$ cat config.mk
export PLATFORM = sky130hd
export DESIGN_NAME = irq_controller
export DESIGN_NICKNAME = d
export VERILOG_FILES = /design/src/rtl/irq_controller.sv
export SDC_FILE = /design/constraint.sdc
export NUM_CORES = 1
export LEC_CHECK = 0
export ABC_CLOCK_PERIOD_IN_PS = 1700
export BUFFER_PORTS_ARGS = -buffer_cell sky130_fd_sc_hd__buf_2
export CORE_UTILIZATION = 35
export DETAILED_ROUTE_END_ITERATION = 16
export PLACE_DENSITY_LB_ADDON = 0.1
export SYNTH_ARGS = -nofsm -noshare
export SYNTH_HDL_FRONTEND = slang
export SYNTH_SLANG_ARGS = --single-unit
$ cat constraint.sdc
create_clock -name clock -period 1.7 [get_ports clock]
set_input_delay 0.425 -clock clock [delete_from_list [all_inputs] [get_ports clock]]
set_output_delay 0.425 -clock clock [all_outputs]
set_load 0.02 [all_outputs]
$ cat src/rtl/irq_controller.sv
// ---------------------------------------------------------------------------
// irq_controller
//
// Edge-triggered, masked, fixed-priority interrupt controller. It signals the
// control unit with a toggle-encoded request line: every level change on
// `interrupt` is one new request.
//
// Ports
//   clock       in   1  single clock, rising-edge active
//   reset       in   1  asynchronous, active-high reset
//   irq_in      in   4  external request lines, rising edge = request,
//                       bit 0 has the highest priority
//   mask_we     in   1  load the mask register from mask_wdata
//   mask_wdata  in   4  new mask value, 1 = line enabled
//   irq_taken   in   1  pulse: control unit entered its first interrupt state
//   irq_return  in   1  pulse: control unit executed its interrupt return
//   interrupt   out  1  toggle-encoded request to the control unit
//   irq_vector  out  2  index of the request being signalled or serviced
//   irq_pending out  4  pending-request register
//   irq_busy    out  1  high while in SIGNAL or SERVICE
//
// Configuration
//   IRQ_SYNC_EN  when defined, each irq_in bit passes a 2-flop synchronizer
//                before edge detection. When undefined, irq_in feeds the
//                edge detector directly.
// ---------------------------------------------------------------------------
module irq_controller (
  input  logic       clock,
  input  logic       reset,
  input  logic [3:0] irq_in,
  input  logic       mask_we,
  input  logic [3:0] mask_wdata,
  input  logic       irq_taken,
  input  logic       irq_return,
  output logic       interrupt,
  output logic [1:0] irq_vector,
  output logic [3:0] irq_pending,
  output logic       irq_busy
);

  typedef enum logic [1:0] {
    IDLE    = 2'd0,
    SIGNAL  = 2'd1,
    SERVICE = 2'd2
  } state_e;

  state_e     state_q, state_d;
  logic       interrupt_q, interrupt_d;
  logic [1:0] vector_q, vector_d;
  logic [3:0] pending_q, pending_d;
  logic [3:0] mask_q, mask_d;
  logic [3:0] prev_q;
  logic [1:0] settle_q;
  logic [3:0] line_s;
  logic [3:0] edge_s;
  logic [3:0] clr_s;
  logic [3:0] enabled_s;
  logic       armed_s;

  // Lowest-index set bit wins.
  function automatic logic [1:0] pick_lowest(input logic [3:0] req);
    logic [1:0] idx;
    idx = 2'd0;
    for (int i = 3; i >= 0; i--) begin
      if (req[i]) idx = 2'(i);
    end
    return idx;
  endfunction

`ifdef IRQ_SYNC_EN
  // Two-flop synchronizer; the edge detector then needs one more flop, so a
  // line held high across reset release reaches the detector three edges in.
  localparam logic [1:0] SETTLE = 2'd3;
  logic [3:0] sync1_q, sync2_q;

  always_ff @(posedge clock or posedge reset) begin
    if (reset) begin
      sync1_q <= 4'b0000;
      sync2_q <= 4'b0000;
    end else begin
      sync1_q <= irq_in;
      sync2_q <= sync1_q;
    end
  end

  assign line_s = sync2_q;
`else
  localparam logic [1:0] SETTLE = 2'd1;
  assign line_s = irq_in;
`endif

  // After reset the edge registers start at 0, so a line already high would
  // look like a fresh rising edge. Detection stays disarmed until the
  // previous-value registers have caught up with the real line levels.
  always_ff @(posedge clock or posedge reset) begin
    if (reset) begin
      settle_q <= 2'd0;
    end else if (settle_q != SETTLE) begin
      settle_q <= settle_q + 2'd1;
    end
  end

  assign armed_s   = (settle_q == SETTLE);
  assign edge_s    = line_s & ~prev_q & {4{armed_s}};
  assign enabled_s = pending_q & mask_q;

  always_comb begin
    state_d     = state_q;
    interrupt_d = interrupt_q;
    vector_d    = vector_q;
    clr_s       = 4'b0000;
    unique case (state_q)
      IDLE: begin
        if (enabled_s != 4'b0000) begin
          state_d     = SIGNAL;
          interrupt_d = ~interrupt_q;
          vector_d    = pick_lowest(enabled_s);
        end
      end
      SIGNAL: begin
        if (irq_taken) begin
          state_d            = SERVICE;
          clr_s[vector_q]    = 1'b1;
        end
      end
      SERVICE: begin
        if (irq_return) state_d = IDLE;
      end
      default: state_d = IDLE;
    endcase
    // A new edge on the cycle its bit is cleared keeps the bit set.
    pending_d = (pending_q & ~clr_s) | edge_s;
    mask_d    = mask_we ? mask_wdata : mask_q;
  end

  always_ff @(posedge clock or posedge reset) begin
    if (reset) begin
      state_q     <= IDLE;
      interrupt_q <= 1'b0;
      vector_q    <= 2'd0;
      pending_q   <= 4'b0000;
      mask_q      <= 4'b1111;
      prev_q      <= 4'b0000;
    end else begin
      state_q     <= state_d;
      interrupt_q <= interrupt_d;
      vector_q    <= vector_d;
      pending_q   <= pending_d;
      mask_q      <= mask_d;
      prev_q      <= line_s;
    end
  end

  assign interrupt   = interrupt_q;
  assign irq_vector  = vector_q;
  assign irq_pending = pending_q;
  assign irq_busy    = (state_q != IDLE);

endmodule

After elaboration in Yosys (flattened, before gate mapping)
Index checks and enable logic that the tools add are counted.
{"block": "totals", "ff_bits": 19, "input_bits": 13, "out_inout_bits": 8, "elab_cells": 43}
{"block": "op_classes", "addsub": 1, "magnitude_cmp": 2, "n_eq_ne": 7, "muxes": 12, "n_bitwise": 8, "n_reduce_logical": 6}
{"operator": "4-bit bitwise AND", "n": 4}
{"operator": "2-bit 2-to-1 mux", "n": 7}
{"operator": "4-bit 2-to-1 mux", "n": 2}
{"operator": "4-bit inverter", "n": 2}
{"operator": "2-bit inequality test, second input constant", "n": 3}
{"operator": "2-bit one-hot mux with 3 select lines", "n": 1}
{"operator": "2-bit by 1-bit == test with 1-bit output, second input constant", "n": 2}
{"operator": "4-bit bitwise OR", "n": 1}
{"operator": "4-bit nonzero test", "n": 1}
{"operator": "2-bit by 3-bit less-than comparator with 1-bit output, second input constant", "n": 1}
{"operator": "3-bit AND reduction", "n": 1}
{"operator": "2-bit by 1-bit adder with 2-bit output, second input constant", "n": 1}
{"operator": "1-bit demux with 2-bit select", "n": 1}
{"operator": "2-bit == test, second input constant", "n": 1}
{"operator": "2-bit by 1-bit greater-or-equal comparator with 1-bit output, second input constant", "n": 1}
{"operator": "2-bit zero test", "n": 1}
{"operator": "2-bit by 1-bit inequality test with 1-bit output, second input constant", "n": 1}
{"operator": "2-bit AND reduction", "n": 1}
{"operator": "2-bit nonzero test", "n": 1}
{"operator": "1-bit logical AND", "n": 1}
{"operator": "1-bit 2-to-1 mux", "n": 1}
{"operator": "1-bit inverter", "n": 1}

Longest topological paths before layout
Gate-level depths: netlist (run 1).
{"block": "logic_depth", "ltp_word": 9, "depth_mapped": 5, "ltp_nobuf": 4}

Least setup slack after synthesis (run 1)
OpenSTA, ideal clock, no wires.
{"block": "synth_path", "kind": "register to register", "from": "register state_q[0]", "to": "register interrupt_q, in the netlist interrupt", "setup_time_ns": 0.129, "t_arrival_ns": 1.083, "required_time_ns": 1.571, "path_slack_ns": 0.489, "stages_incl_launch_ff": 5, "path_buffers": 1, "synth_period_minus_slack_ns": 1.211, "cell_sequence": "dfrtp_1 -> or2_1 -> buf_6 -> a31o_4 -> xnor2_2"}
{"block": "synth_via", "elab_chain_len": 2}
{"element": "start, declared", "line_no": "47", "source": "state_e state_q, state_d;"}
{"element": "start signal, assigned", "line_no": "145", "source": "state_q <= state_d;"}
{"element": "2-bit zero test", "line_no": "112", "source": "unique case (state_q)"}
{"element": "2-bit AND reduction (no line)"}
{"element": "end signal, assigned", "line_no": "146", "source": "interrupt_q <= interrupt_d;"}
{"element": "end, declared", "line_no": "48", "source": "logic interrupt_q, interrupt_d;"}
Every way passes these cells.
A chain may end at the register's enable or synchronous reset.

Worst setup path in the final report (run 1)
{"block": "layout_path", "from": "register state_q[0]", "to": "output irq_busy"}
{"block": "layout_via", "elab_chain_len": 1}
{"element": "2-bit nonzero test", "line_no": "157", "source": "assign irq_busy = (state_q != IDLE);"}
{"element": "end, declared", "line_no": "38", "source": "output logic irq_busy"}
Every way passes these cells.

==> results of run 1 <==
area by class of cell:
| class | count | share of cell area, % |
|---|---|---|
| Sequential cell | 19 | 50.5 |
| Inverter | 3 | 1.18 |
| Clock buffer | 4 | 2.76 |
| Tap cell | 27 | 3.55 |
| Multi-Input combinational cell | 39 | 30.7 |
| Timing Repair Buffer | 21 | 11.3 |
report_power, final:
part	internal, uW	switching (uW)
logic	263	329
clock network	91.1	127
registers	574	117
total	928	573
synthesized netlist by cell type (all sizes together):
master	count
dfrtp	15
nand2	9
nand3b	5
o21ai	5
dfstp	4
mux2	4
inv	3
o31ai	2
xnor2	2
a21oi	1
a221oi	1
a22oi	1
a31o	1
buf	1
clkbuf	1
ha	1
nand2b	1
nand4b	1
nor2	1
o22a	1
o2bb2ai	1
or2	1
or2b	1
state kept, by name (all words and copies together), names as in the netlist:
| signal | flops |
|---|---|
| interrupt | 1 |
| prev_q | 4 |
| mask_q | 4 |
| irq_pending | 4 |
| settle_q | 2 |
| irq_vector | 2 |
| state_q | 2 |
cells by family (layout without fill, tap and decap cells):
logic type      after synthesis  in the layout  share of synthesized area, %
compound gates               13             13                          12.9
xor+xnor                      2              2                          3.15
fa+ha+maj                     1              1                          1.57
buf+inv                       5             28                          3.30
flops                        19             19                          60.4
mux                           4              4                          5.66
simple gates                 19             19                          13.1
routing by layer:
metal	routed length [um]	track usage (%)	vias up
met5	0	0	-
met4	13	7.14	0
met3	57	3.09	2
met2	660	20.3	14
met1	733	18.7	273
li1	-	-	263
cells in the final DEF (no fill, tap or decap), types with 2 or more instances in the layout:
cell type  instances
buf_2             20
clkbuf_4           3
dfrtp_1           15
dfstp_2            4
inv_1              3
mux2_2             4
nand2_1            9
nand3b_1           5
o21ai_0            3
o21ai_1            2
o31ai_1            2
per-stage QoR:
| step | hold WS [ps] | util [%] |
|---|---|---|
| 5_1_grt | 139 | 46.6 |
| 4_1_cts | 146 | 46.4 |
| 6_report | 141 | 46.6 |
| 3_3_place_gp | 452 | 45.2 |
| 2_1_floorplan | 373 | - |
| 3_5_place_dp | 468 | 45.2 |
tightest hold or removal path: stages:
cell   delay [ps]
buf_2          90
inv_1          40
buf_4         250
path summary, 6_finish.rpt:
| path | startpoint | end | slack (ps) | cells past startpoint |
|---|---|---|---|---|
| max in group asynchronous | reset | mask_q[0] | 1300 | 3 |
| min in group clock | irq_in[3] | prev_q[3] | 250 | 1 |
| worst max-delay path | state_q[0] | irq_busy | 100 | 2 |
| worst max register to register | state_q[0] | interrupt | 530 | 3 |
| worst min register to register | settle_q[0] | settle_q[0] | 480 | 1 |
| worst min-delay path | reset | prev_q[3] | 140 | 3 |
==> impl_metrics.yaml, run 1 <==
run_status:
  status: "completed"
yosys:
  yosysTopAreaCell: "dfrtp_1"
  synth_area_leaders: "dfrtp_1, dfstp_2, mux2_2"
  syn_inst: 63
  ys_warn_count: 0
  synth_area_per_cell_um2: 12.6
  synthDominantCellAreaShare_pct: 47.2
  ys_seq_area_share_pct: 60.4
  ys_types: 25
  syn_nets: 77
  ys_seq_elements: 19
  syn-cell-area_um2: 796
drt:
  avgRoutedWirePerCell_um: 13.0
  antenna_left: 0
  drt-pass1-iter-count: 4
  drt_iter0_drc: 14
  num_vias: 552
  postRouteWirelength_um: 1460
  vias_per_cell: 4.88
  drc_errors: 0
worst_setup_path:
  worstSetupPathType: "flip-flop to output port"
  critPathLaunchType: "flip-flop"
  endpoint_kind: "output port"
  cp_max_fo: 7
  worstPathArrival_ps: 1180
  worstPathRequired_ps: 1270
  crit_buf_inv: 1
  path_cells: "or2_4, buf_2"
  cp_top_family: "flip-flops"
  cp_slowest_stage_delay_ps: 430
  cp_slowest_cell: "dfrtp_1"
placement:
  dp_hpwl_um: 1070
  dpl_worst_slack_ps: 351
  place.gp.congestion: 0.754
  placed_area_um2: 922
  io_buffers: 20
  dpl.cell_count: 109
pwr:
  ir_worst_vdd_mv: 0.710
  total_power_uw: 1500
  power_density_nw_per_um2: 1580
  power_leakage_uw: 0.000421
timing:
  setup_viol: 0
  slew_viol_final: 0
  worst_pin_slew_ps: 269
  finalHoldViolations: 0
  slew_headroom_pct: 82.1
  timing.final.crit_share_pct: 94.3
  rsz0062_at_grt: "false"
  period_needed_ps: 1600
  setup_tns_ps: 0
  timing.fmax_mhz: 624
  setup_slack_ps: 96.8
  clock-skew-final_ps: 2.98
floorplan:
  dieArea_um2: 2470
  initial_core_util_pct: 39.0
  std_cell_rows: 16
  io_pins: 21
  die_w_um: 49.7
  dieHeight_um: 49.7
  core_area_um2: 2040
clock_network:
  ctsResizeCount: 0
  cts_hold_buf: 0
  clock_sinks: 19
  h-tree-depth: 1
  cts_tree: "built"
  cts_buffer_depth: 2
  clk_latency_ps: 280
  cts-root-buf: "clkbuf_4"
  clk_pin_slew_worst_paths_ps: 100
  post_cts_buffers: 0
  cts_inserted_buffers: 3
cells_and_area:
  fillers: 207
  drive_gt1_share_pct: 41.9
  diodes: 0
  multiInputGateArea_um2: 292
  syn_to_final_growth_pct: 19.5
  fin_nets: 101
  layoutNonFillerInstCount: 113
  seqCellArea_um2: 480
  fin_area_um2: 951
global_routing:
  grt_pass1_wl_um: 2520
  first_global_vias: 567
  grt_usage_pct: 13.7
  antenna_found_initial: 0
  grt_max_degree: 20
  grt-ovfl-total: 0
flow_run:
  maxCapViolCount: 0
hold_path:
  min_path_type: "primary input to async pin"
Power figures use the tool's default switching activity.
==> run 2: changes to the inputs <==
- CORE_UTILIZATION: 35 -> 40
==> run 2 against run 1 <==
Clock power about the same. Utilization up 6.1 points. Critical path type unchanged. Clock skew down 1.3 ps. Combinational power down 0.8%. Largest cell class unchanged.
==> impl_metrics.yaml, run 2 (same netlist as run 1, synthesis figures left out) <==
timing:
  setup_viol: 0
  rsz0062_at_grt: "false"
  setup_slack_ps: 101
  worst_pin_slew_ps: 287
  timing.fmax_mhz: 625
  finalHoldViolations: 0
  hold_ws_ps: 150
  period_needed_ps: 1600
  setup_tns_ps: 0
  clock-skew-final_ps: 1.71
  timing.final.crit_share_pct: 94.1
  slew_headroom_pct: 80.9
  slew_viol_final: 0
clock_network:
  clock_sinks: 19
  cts_inserted_buffers: 3
  post_cts_buffers: 0
  clk_pin_slew_worst_paths_ps: 100
  clk_latency_ps: 290
  cts-root-buf: "clkbuf_4"
  cts_hold_buf: 0
  h-tree-depth: 1
  cts_tree: "built"
  cts_buffer_depth: 2
drt:
  drc_errors: 0
  vias_per_cell: 4.79
  postRouteWirelength_um: 1290
  antenna_left: 0
  num_vias: 532
  drt-pass1-iter-count: 2
  avgRoutedWirePerCell_um: 11.6
  drt_iter0_drc: 3
floorplan:
  core_area_um2: 1800
  initial_core_util_pct: 44.2
  die_w_um: 46.6
  dieHeight_um: 46.6
  std_cell_rows: 15
  dieArea_um2: 2170
  io_pins: 21
global_routing:
  grt_pass1_wl_um: 2040
  grt_max_degree: 20
  grt-ovfl-total: 0
  grt_usage_pct: 14.5
  first_global_vias: 517
  antenna_found_initial: 0
cells_and_area:
  fin_util_pct: 52.6
  syn_to_final_growth_pct: 19.2
  final_common_cell: "buf_2"
  layoutNonFillerInstCount: 111
  fin_nets: 101
  fillers: 177
  diodes: 0
  drive_gt1_share_pct: 41.9
  mostFrequentLayoutCells: "buf_2, dfrtp_1, nand2_1, nand3b_1"
worst_setup_path:
  critPathLaunch: "state_q[0]"
  endpoint_kind: "output port"
  worstPathRequired_ps: 1270
  r2r_slack_ps: 540
  worstPathArrival_ps: 1170
  critPathLaunchType: "flip-flop"
  r2r-end: "interrupt"
  endpoint: "irq_busy"
  reg2reg_depth: 3
  timing.rr.start: "state_q[0]"
  worstSetupPathType: "flip-flop to output port"
  cp_max_fo: 7
placement:
  dpl_worst_slack_ps: 364
  place.gp.congestion: 0.762
  dpl.cell_count: 107
  dp_hpwl_um: 1000
  io_buffers: 20
pwr:
  ir_worst_vdd_mv: 0.613
  power_density_nw_per_um2: 1570
  power_leakage_uw: 0.000421
run_status:
  status: "completed"
hold_path:
  min_path_type: "primary input to async pin"
flow_run:
  maxCapViolCount: 0
run 2: per-stage QoR:
stage               cell area, um^2  total power [uW]
floorplan                       796              1120
global placement                920              1260
detailed placement              920              1260
CTS                             946              1490
global route                    948              1580
finish                          948              1480
run 2: how the worst min path moves through the flow:
stage               depth (start not counted)  slack, ps              to   from
finish                                      3        150     settle_q[0]  reset
global route                                3        180  irq_pending[2]  reset
CTS                                         3        150   irq_vector[1]  reset
detailed placement                          3        470  irq_pending[2]  reset
global placement                            3        450  irq_pending[2]  reset
floorplan                                   1        370       interrupt  reset
run 2: what timing repair did:
item | in CTS | in global routing
gates resized for setup | 0 | 1
endpoints found under the setup margin | 0 | 1
hold endpoints to repair | 0 | 0
run 2: power breakdown:
part           internal, uW  switching (uW)
logic                   263             324
clock network          91.1             129
registers               574             103
run 2: final cells by class:
class                   count  area [um^2]  area share, %
flip-flops and latches     19          480           50.7
multi-input cells          39          292           30.7
repair buffers             21          108           11.3
well taps                  25         31.3           3.30
clock buffers               4         26.3           2.77
inverters                   3         11.3           1.19
run 2: critical path: stages (launching register included):
cell and delay [ps]:
dfrtp_1 420, or2_4 300, buf_2 170
run 2: layer usage:
metal	up-vias	wire length, um	GRT usage, %	part of all wire [%]
met2	12	633	26.1	49
met3	2	48	2.35	3.7
met5	-	0	0	0
met1	249	592	14.6	46
met4	0	12	10.6	0.93
li1	269	-	-	-
==> run 3: changes to the inputs <==
- ABC_AREA: not set -> 1
- ABC_CLOCK_PERIOD_IN_PS: 1700 -> 1500
- clock period: 1.7 -> 1.5 ns (I/O delays scaled with it)
==> run 3 against run 2 <==
Routed wire length rose by 5.1%. Global-route usage rose by 0.18 points. Synthesized cell count rose by 21%. First-iteration DRC count rose to 3.0 times the previous value. Critical path depth rose by 1. Largest cell class unchanged. Largest power group unchanged.
==> impl_metrics.yaml, run 3 <==
drt:
  vias_per_cell: 4.75
  num_vias: 594
  postRouteWirelength_um: 1350
  drt-pass1-iter-count: 4
  drc_errors: 0
  drt_iter0_drc: 9
  avgRoutedWirePerCell_um: 10.8
  antenna_left: 0
clock_network:
  cts-root-buf: "clkbuf_4"
  clk_latency_ps: 290
  h-tree-depth: 1
  cts_buffer_depth: 2
  clock_sinks: 19
  post_cts_buffers: 0
  cts_inserted_buffers: 3
  cts_hold_buf: 0
  clk_pin_slew_worst_paths_ps: 110
  cts_tree: "built"
global_routing:
  antenna_found_initial: 0
  first_global_vias: 533
  grt_usage_pct: 14.7
  grt-ovfl-total: 0
  grt_max_degree: 20
  grt_pass1_wl_um: 2130
yosys:
  ys_types: 16
  synth_common_cells: "nand2_1, dfrtp_1, inv_1"
  ys_seq_elements: 19
  syn-cell-area_um2: 785
  syn_inst: 76
  yosysTopAreaCell: "dfrtp_1"
  ys_warn_count: 0
  synth_area_per_cell_um2: 10.3
  syn_nets: 90
  synth.most_common_cell: "nand2_1"
  synthDominantCellAreaShare_pct: 47.8
  synth_area_leaders: "dfrtp_1, dfstp_2, nand2_1"
  ys_seq_area_share_pct: 61.2
  ys_async_sr_fraction_pct: 100
  synth_ff_type: "dfrtp_1"
  synth_edf_count: 0
cells_and_area:
  diodes: 0
  drive_gt1_share_pct: 38.0
  mostFrequentLayoutCells: "buf_2, nand2_1, dfrtp_1, inv_1, nand3_1"
  fillers: 180
  syn_to_final_growth_pct: 21.7
  final_common_cell: "buf_2"
  fin_nets: 115
pwr:
  total_power_uw: 1650
  p_switching_uw: 677
  ir_worst_vdd_mv: 0.834
  seqPwrFrac_pct: 45.6
  power_leakage_uw: 0.000459
  clkPwrFrac_pct: 15.9
  power.share.switching_pct: 40.9
  combPwrFrac_pct: 38.5
  p_int_uw: 978
  power_density_nw_per_um2: 1730
worst_setup_path:
  cp_slowest_cell: "dfrtp_1"
  critPathLaunchType: "flip-flop"
  path_cells: "nor2_4, inv_1, buf_2"
  worstSetupPathType: "flip-flop to output port"
  worstPathArrival_ps: 1080
  worstPathRequired_ps: 1120
  endpoint_kind: "output port"
  reg2reg_depth: 5
  timing.rr.start: "state_q[0]"
  cp_max_fo: 4
  r2r_slack_ps: 370
  r2r-end: "irq_pending[0]"
  cp_slowest_stage_delay_ps: 460
flow_run:
  maxCapViolCount: 0
hold_path:
  min_path_type: "primary input to async pin"
floorplan:
  initial_core_util_pct: 44.0
  die_w_um: 46.3
  io_pins: 21
  core_area_um2: 1780
  dieHeight_um: 46.3
  std_cell_rows: 15
  dieArea_um2: 2140
timing:
  slew_viol_final: 0
  timing.final.crit_share_pct: 96.9
  hold_ws_ps: 69.9
  finalHoldViolations: 0
  setup_tns_ps: 0
  slew_headroom_pct: 84.1
  period_needed_ps: 1450
  worst_pin_slew_ps: 238
  timing.fmax_mhz: 688
  setup_viol: 0
  rsz0062_at_grt: "false"
  clock-skew-final_ps: 3.32
  setup_slack_ps: 46.0
placement:
  place.gp.congestion: 0.718
  io_buffers: 20
  dp_hpwl_um: 1110
  dpl_worst_slack_ps: 355
run_status:
  status: "completed"
[run 3: per-layer routing]
layer	global-route usage [%]	vias to the layer above	share of wire (%)
met4	7.06	0	1.6
met3	2.35	4	4.8
li1	-	294	-
met2	23.9	20	46
met1	18.8	276	48
met5	0	-	0
[run 3: worst max path at each step]
stage | startpoint | end | slack (ps) | cells after the start
finish | state_q[1] | irq_busy | 50 | 3
detailed placement | state_q[1] | irq_busy | 350 | 3
global placement | state_q[1] | irq_busy | 380 | 3
CTS | state_q[1] | irq_busy | 10 | 3
global route | state_q[1] | irq_busy | 0.7 | 3
floorplan | irq_pending[0] | state_q[0] | 430 | 5
[run 3: repair_timing]
item,in CTS,in global routing
hold endpoints to repair,0,0
endpoints found under the setup margin,0,1
gates resized for setup,0,1
[run 3: through the flow]
step                      std cells  instance area [um^2]  util [%]
after detailed placement        121                   920      51.6
after CTS                       125                   950      53.3
final                           125                   955      53.5
after global routing            125                   955      53.5
after global placement          121                   920      51.6
after floorplan                  76                   785         -
[run 3: cell families (layout without fill, tap and decap cells)]
logic type               after synthesis  count (layout)  share of synthesized area [%]
buffers and inverters                  9              33                           4.31
flip-flops                            19              19                           61.2
AND/OR/NAND/NOR                       36              36                           22.2
adder cells (fa/ha/maj)                1               1                           1.59
AO/OA/AOI/OAI                          6               6                           3.83
multiplexers                           4               4                           5.74
XOR/XNOR                               1               1                           1.12
[run 3: cell type report]
| class | instances | area (um^2) | share of cell area (%) |
|---|---|---|---|
| Timing Repair Buffer | 21 | 108 | 11.3 |
| Multi-Input combinational cell | 48 | 275 | 28.8 |
| Clock inverter | 1 | 7.51 | 0.786 |
| Inverter | 8 | 30.0 | 3.15 |
| Sequential cell | 19 | 480 | 50.3 |
| Tap cell | 25 | 31.3 | 3.28 |
| Clock buffer | 3 | 22.5 | 2.36 |
[run 3: power by group through the flow]
stage          Clock, uW  Sequential, uW  Combinational (uW)
2_1_floorplan          0             845                 340
3_3_place_gp           0             751                 630
3_5_place_dp           0             757                 639
4_1_cts              271             746                 641
5_1_grt              293             772                 706
6_report             263             755                 637
[run 3: critical path, delay by kind of cell, from the launching register on]
kind,cells,cell delay [ps]
buf+inv,2,190
flops,1,460
simple gates,1,140
